[config.mk]
export PLATFORM = sky130hd
export DESIGN_NAME = fact_accel_flat
export DESIGN_NICKNAME = d
export VERILOG_FILES = /design/src/rtl/fact_accel_if.sv /design/src/rtl/fact_accel.sv /design/src/flat_wrapper.sv
export SDC_FILE = /design/constraint.sdc
export NUM_CORES = 1
export LEC_CHECK = 0
export ABC_AREA = 1
export BUFFER_PORTS_ARGS = -buffer_cell sky130_fd_sc_hd__buf_2
export CAP_MARGIN = 20
export CELL_PAD_IN_SITES_DETAIL_PLACEMENT = 1
export CELL_PAD_IN_SITES_GLOBAL_PLACEMENT = 1
export CORE_MARGIN = 2
export CORE_UTILIZATION = 25
export CTS_BUF_LIST = sky130_fd_sc_hd__clkbuf_16
export DETAILED_ROUTE_END_ITERATION = 10
export PLACE_DENSITY_LB_ADDON = 0.25
export SYNTH_ARGS = -nofsm -noshare
export SYNTH_HDL_FRONTEND = slang
export SYNTH_SLANG_ARGS = --single-unit
[constraint.sdc]
create_clock -name clk -period 3.8 [get_ports clk]
set_input_delay 0.76 -clock clk [delete_from_list [all_inputs] [get_ports clk]]
set_output_delay 0.76 -clock clk [all_outputs]
set_load 0.005 [all_outputs]
[src/rtl/fact_accel_if.sv]
// Bus-side signals of the factorial accelerator as seen from the CPU address decoder.
// The master is the CPU/decoder; the slave is fact_accel.
interface fact_accel_if #(
  parameter int DATA_W = 32
);
  logic              we;
  logic [1:0]        a;
  logic [DATA_W-1:0] wd;
  logic [DATA_W-1:0] rd;
  logic              done;
  logic              busy;

  modport master (output we, a, wd, input rd, done, busy);
  modport slave  (input we, a, wd, output rd, done, busy);
endinterface

[src/rtl/fact_accel.sv]
// Memory-mapped iterative factorial engine: one multiply per clock.
// Exposes N, GO, STATUS and RESULT words.
module fact_accel #(
  parameter int DATA_W = 32,
  parameter int N_W    = 4,
  parameter int MAX_N  = 12
) (
  input  logic        clk,
  input  logic        reset,
  fact_accel_if.slave bus
);

  typedef enum logic {IDLE = 1'b0, BUSY = 1'b1} state_t;

  state_t            state, state_nxt;
  logic [N_W-1:0]    n_reg, cnt;
  logic [DATA_W-1:0] prod, result, rd_mux;
  logic              done_r, err_r, busy_r;
  logic              go_req, n_ok;
  logic              start_ok, start_err, step, finish;

  function automatic logic [DATA_W-1:0] mul_trunc(input logic [DATA_W-1:0] p,
                                                  input logic [N_W-1:0]    c);
    logic [DATA_W+N_W-1:0] full;
    full = {{N_W{1'b0}}, p} * {{DATA_W{1'b0}}, c};
    return full[DATA_W-1:0];
  endfunction

  assign go_req = bus.we && (bus.a == 2'd1) && bus.wd[0];
  assign n_ok   = (n_reg <= N_W'(MAX_N));

  always_ff @(posedge clk or negedge reset) begin
    if (!reset) state <= IDLE;
    else        state <= state_nxt;
  end

  always_comb begin
    state_nxt = state;
    unique case (state)
      IDLE: if (go_req && n_ok) state_nxt = BUSY;
      BUSY: if (cnt <= N_W'(1)) state_nxt = IDLE;
      default: state_nxt = IDLE;
    endcase
  end

  always_comb begin
    start_ok  = 1'b0;
    start_err = 1'b0;
    step      = 1'b0;
    finish    = 1'b0;
    unique case (state)
      IDLE: begin
        start_ok  = go_req && n_ok;
        start_err = go_req && !n_ok;
      end
      BUSY: begin
        step   = (cnt > N_W'(1));
        finish = (cnt <= N_W'(1));
      end
      default: ;
    endcase
  end

  // cnt is a private copy of N so later N writes cannot disturb a running job
  always_ff @(posedge clk or negedge reset) begin
    if (!reset) begin
      n_reg  <= '0;
      cnt    <= '0;
      prod   <= '0;
      result <= '0;
      done_r <= 1'b0;
      err_r  <= 1'b0;
      busy_r <= 1'b0;
    end else begin
      if (bus.we && (bus.a == 2'd0)) n_reg <= bus.wd[N_W-1:0];
      if (start_ok || start_err) begin
        done_r <= 1'b0;
        err_r  <= 1'b0;
      end
      if (start_err) begin
        err_r  <= 1'b1;
        done_r <= 1'b1;
        result <= '0;
      end
      if (start_ok) begin
        prod   <= DATA_W'(1);
        cnt    <= n_reg;
        busy_r <= 1'b1;
      end
      if (step) begin
        prod <= mul_trunc(prod, cnt);
        cnt  <= cnt - N_W'(1);
      end
      if (finish) begin
        result <= prod;
        done_r <= 1'b1;
        busy_r <= 1'b0;
      end
    end
  end

  always_comb begin
    rd_mux = '0;
    unique case (bus.a)
      2'd0:    rd_mux = DATA_W'(n_reg);
      2'd1:    rd_mux = '0;
      2'd2:    rd_mux = DATA_W'({busy_r, err_r, done_r});
      default: rd_mux = result;
    endcase
  end

  assign bus.rd   = rd_mux;
  assign bus.done = done_r;
  assign bus.busy = busy_r;

endmodule

[src/flat_wrapper.sv]
// flat-port wrapper written by rule: the top's interface ports become plain ports
module fact_accel_flat 
#(
  parameter int DATA_W = 32,
  parameter int N_W    = 4,
  parameter int MAX_N  = 12
)
  (clk, reset, bus_we, bus_a, bus_wd, bus_rd, bus_done, bus_busy);
  fact_accel_if #(.DATA_W(DATA_W)) bus_i ();
  input  logic clk;
  input  logic reset;
  input wire logic [$bits(bus_i.we)-1:0] bus_we;
  input wire logic [$bits(bus_i.a)-1:0] bus_a;
  input wire logic [$bits(bus_i.wd)-1:0] bus_wd;
  output wire logic [$bits(bus_i.rd)-1:0] bus_rd;
  output wire logic [$bits(bus_i.done)-1:0] bus_done;
  output wire logic [$bits(bus_i.busy)-1:0] bus_busy;
  assign bus_i.we = bus_we;
  assign bus_i.a = bus_a;
  assign bus_i.wd = bus_wd;
  assign bus_rd = bus_i.rd;
  assign bus_done = bus_i.done;
  assign bus_busy = bus_i.busy;
  fact_accel #(.DATA_W(DATA_W), .N_W(N_W), .MAX_N(MAX_N)) u_core (.clk(clk), .reset(reset), .bus(bus_i));
endmodule
; Word-level counts from Yosys, hierarchy flattened
; Cells that the tools add are included.
[totals]
regBits = 76
input_bits = 37
output_inout_bits = 34
word_cells = 48
[classes]
addsub = 1
multipliers = 1
order_cmp = 3
eq_ne = 2
muxes = 19
bitwise_logic = 1
n_reduce_logical = 13
[op_table]
columns = operator, count
row1 = 2-to-1 mux 32 bit, 4
row2 = case mux 32 bit (3 select lines), 1
row3 = multiplier 32 x 4 -> 32 bit, 1
row4 = 2-to-1 mux 1 bit, 11
row5 = 2-to-1 mux 4 bit, 2
row6 = nonzero test 2 bit, 4
row7 = logical AND 1 bit, 5
row8 = "> comparator 4 x 1 -> 1 bit, second input constant", 1
row9 = "<= comparator 4 x 1 -> 1 bit, second input constant", 1
row10 = "<= comparator 4 bit, second input constant", 1
row11 = "subtractor 4 x 1 -> 4 bit, second input constant", 1
row12 = nonzero test 3 bit, 1
row13 = "== test 2 x 1 -> 1 bit, second input constant", 1
row14 = "== test 2 bit, second input constant", 1
row15 = zero test 2 bit, 1
row16 = case mux 1 bit (2 select lines), 1
row17 = zero test 1 bit, 1
row18 = logical OR 1 bit, 1
row19 = NOT 1 bit, 1

; Depth between registers and ports, before layout
[logic_depth]
word_depth = 9
depth_mapped = 20
depth_no_buf = 18

; Worst setup path after synthesis
; OpenSTA, ideal clock, no wires.
[synth_timing]
path_type = register -> register
start = reg u_core.cnt[2]
end = reg u_core.prod[30]
setup_time_ns = 0.117
arrival_ns = 3.265
t_required_ns = 3.683
slack_ns = 0.418
stages_incl_launch_ff = 16
path_buffers = 2
synth_period_minus_slack_ns = 3.382
cell_sequence = dfrtp_1 clkbuf_1 buf_2 nand2_1 fa_1 fa_1 inv_1 fa_1 nand3_1 nand3_1 nand3_1 nand3_1 nand2_1 nand3_1 nand3_1 nand2_1
[synth_via]
elab_chain_len = 3
[synth_lines]
columns = item, line
row1 = "start, declared", fact_accel.sv:16  ; logic [N_W-1:0] n_reg, cnt;
row2 = "start signal, assigned", fact_accel.sv:87  ; cnt <= n_reg;
row3 = "start signal, assigned", fact_accel.sv:92  ; cnt <= cnt - N_W'(1);
row4 = branches (longest 3 deep; another with multiplier 32 x 4 -> 32 bit), n/a
row5 = "end signal, assigned", fact_accel.sv:91  ; prod <= mul_trunc(prod, cnt);
row6 = "end, declared", fact_accel.sv:17  ; logic [DATA_W-1:0] prod, result, rd_mux;
; Several ways; the timed one is not identified.
; A chain may end at the register's enable or synchronous reset.

; Worst setup path in the final report
[layout_timing]
start = reg u_core.cnt[3]
end = reg u_core.prod[29]
; Same word-level chain as after synthesis.

==> summary by stage <==
Logic synthesis
Ranked by total cell area, the synthesized netlist is headed by dfrtp_1 (24%), nand2_1 (17%), inv_1 (16%). For this run, the leading register cell type out of synthesis is dfrtp_1. In the synthesized netlist, the number of instances is 1198. The count of different cell masters after synthesis is 36. The number of enable flip-flop cells after synthesis is 0. The commonest cells after synthesis are nand2_1 (361), inv_1 (345), dfrtp_1 (76). The number of nets handed over by synthesis was around 1300. The register bit count reported by yosys is 76. The most common cell in the netlist is nand2_1.

Each instance of the synthesized netlist takes up on average ~6.6 um2. The cell type with the highest aggregate area in the netlist is dfrtp_1. The number of warning messages in the yosys log is 0. Of the synthesized area, sequential elements account for around a quarter. The area share of the largest cell type after synthesis is between 20% and 30%. In this run the cell area of the synthesized design comes to around 7900 um2. The async set-or-reset flop fraction in the synthesized netlist is 100%.

Critical path
The critical path data arrival time is about 3800 ps. The worst setup path is launched from a register. For flop-to-flop paths, the worst setup slack is 260 ps. STA puts the critical path data required time at between 4000 and 5000 ps.

In this run the worst path has a maximum fanout of 8. The endpoint kind of the worst setup timing path is a register. The critical path is of the reg -> reg type.

Layout
From synthesis to final layout, the design area changed by 12.6%. In the final layout, the registers with the most flip-flops are u_core.prod: 32 flops, u_core.result: 32 flops. The final-stage net count is roughly 1400. 0 antenna diodes ended up in the layout. At the end of the flow the core is filled with cells to 28.8%. In the final layout, the share of cells above drive strength 1 is a little under a tenth.

Routing
The number of search-and-repair iterations in the first detailed-routing pass is 4. The post-detailed-route via-to-cell ratio is around 4.4. In the routed design, unresolved DRC markers number 0. The routed design has between 20 and 25 mm of wire. The per-cell routed wire length is 14.9 um. Across all layers, the routed design uses ~7000 vias. Once detail routing completed, the nets flagged for antenna violations numbered 0. The count of routing violations after the opening detailed-route iteration is between 200 and 300.

Global routing
The global-route met2 utilization is approximately a quarter. The remaining global-route overflow is 0. The largest net degree at the start of global routing is 48.

The number of global-route vias before repair is ~7700. The first global-routing pass estimated slightly above 40 mm of wire. The global routing stage identified its most utilized layer as met2.

Global routing used roughly 1.6% of the available met3 tracks. Global routing used about 16% of the available tracks across all layers. For this run, global-route usage on met1 was measured as about 22%.

The number of antenna violations at the first check in global routing came to 0.

Timing
The clock period could shrink to 3540 ps. The final worst clock skew is slightly below 9 ps. After routing, the total negative slack on setup checks comes to 0 ps. The post-route worst setup slack is roughly 260 ps. Setup repair after global routing left no endpoint under its margin. Headroom to the max-slew limit came out at 56.6%. The count of final hold-check violations is 0.

The number of max-slew violations in the final report was 0. The final clock period utilization by the worst path is ~93%. Based on the critical path, the design can be clocked at up to around 280 MHz.

The transition at the pin with the smallest max-transition slack is approximately 650 ps. Setup violations remaining at the end of the flow were counted as 0.

CTS
CTS saw between 70 and 80 sinks. The post-cts repair resize count is 0. No sink is reached through more buffers than the 2 on the longest clock path. The number of clock buffers inserted by TritonCTS is 9. Clock latency on the worst-skew pair, taken at its later pin, is between 300 and 400 ps. Buffers inserted to repair hold after CTS numbered 0. The CTS root buffer is clkbuf_16. The level count of the clock H-tree is 3. TritonCTS built the clock tree. The number of setup buffers added after CTS is 0. The CTS clock-pin slew for the worst setup and hold paths is 70 ps.

Power
The analysis attributes to cell leakage a power of between 5 and 6 nW. Combinational cells account for 59.6% of the total power. The total power per unit cell area is between 600 and 700 nW/um2. Of the total power, the share spent switching nets is between 50% and 60%. IR analysis of the VDD net gives a maximum drop of about 0.29 mV. The part of the power in the clock network is approximately 15%. The relative contribution of sequential cells to total power is between 20% and 30%. The internal portion of the total power is 0.00267 W. The switching power of the nets is 0.00289 W.

Die
The horizontal die dimension is ~180 um. In this run the core area contains 64 standard-cell rows. The die covers between 30000 and 40000 um2.

The die is 181 um tall. For this design the top-level I/O count stands at roughly 70. The initial utilization of the core area, before any placement, comes to approximately 26%.

The area inside the core boundary is roughly 30000 um2.

Placement
The count of port buffers added during placement is between 40 and 50. The placed wire-length estimate is just under 20 mm. The pre-CTS setup slack is around 230 ps.

The final weighted congestion in routability-driven placement is a little over 0.8.

Run
Max-cap violations in this run came to 0.

Run status
The run finished with clean final reports.

Worst hold path
The class of the most critical hold timing path is in -> async.
## power by group through the flow
stage / logic [W] / clock network, W / registers [W]
3_3_place_gp: 0.00327 / 0 / 0.00142
5_1_grt: 0.00388 / 0.000886 / 0.00146
4_1_cts: 0.00338 / 0.000861 / 0.00141
2_1_floorplan: 0.00240 / 0 / 0.00129
6_report: 0.00331 / 0.000832 / 0.00141
3_5_place_dp: 0.00336 / 0 / 0.00142
## through the flow
step,area (um2),power [W],hold WS [ps],cells
after floorplan,7880,0.00369,464,1198
after CTS,8840,0.00566,451,1637
final,8860,0.00556,431,1637
after global placement,8560,0.00469,508,1621
after detailed placement,8560,0.00478,516,1621
after global routing,8860,0.00623,484,1637
## critical path: stages (launching register included)
cell and delay, ps:
dfrtp_1 410, buf_4 190, nand2_1 70, inv_1 50
fa_1 530, inv_1 50, fa_1 520, inv_1 40
ha_1 360, nand2_1 120, nand3_1 250, nand3_1 180
nand3_2 160, nand2_1 170, nand3_1 90, nand3_1 160
nand2_1 70
## metal layers
layer,share of wire [%],vias up
met4,1.3,0
li1,-,3574
met5,0,-
met1,51,3531
met2,46,61
met3,1.8,19
## cells by family (layout without fill, tap and decap cells)
group                      count (synthesis)  after routing  share of synthesized area [%]
AOI/OAI and AO/OA                        115            115                           8.02
xor gates and xnor gates                   4              4                          0.445
adders and majority gates                 91             91                           19.9
buffers and inverters                    381            424                           19.0
DFF                                       76             76                           24.1
and+or+nand+nor                          531            531                           28.5
## cells in the final DEF (no fill, tap or decap), types with 16 or more instances in the layout
master and instances:
nand3_1 47, buf_2 41, a21oi_1 33, inv_1 345, o22ai_1 20, dfrtp_1 76
o21ai_1 16, ha_1 34, nand2_1 361, fa_1 57, nor2_1 68, o21ai_0 34
## layout make-up
cell class | count | area, um2
fill | 3926 | 22000
tap | 396 | 495
sequential | 76 | 1900
timing repair buffer | 55 | 360
clock inverter | 7 | 48.8
multi-input combinational | 741 | 4500
inverter | 353 | 1330
clock buffer | 9 | 225
## final timing paths
kind,start,cells after the start,end
min in group clk,u_core.result[30],2,u_core.result[30]
max in group asynchronous,reset,2,u_core.cnt[3]
worst max-delay path,u_core.cnt[3],16,u_core.prod[29]
worst min register to register,u_core.result[30],2,u_core.result[30]
worst min-delay path,reset,1,u_core.result[29]
worst max register to register,u_core.cnt[3],16,u_core.prod[29]
Note: power is estimated with default switching activity, not from simulation.
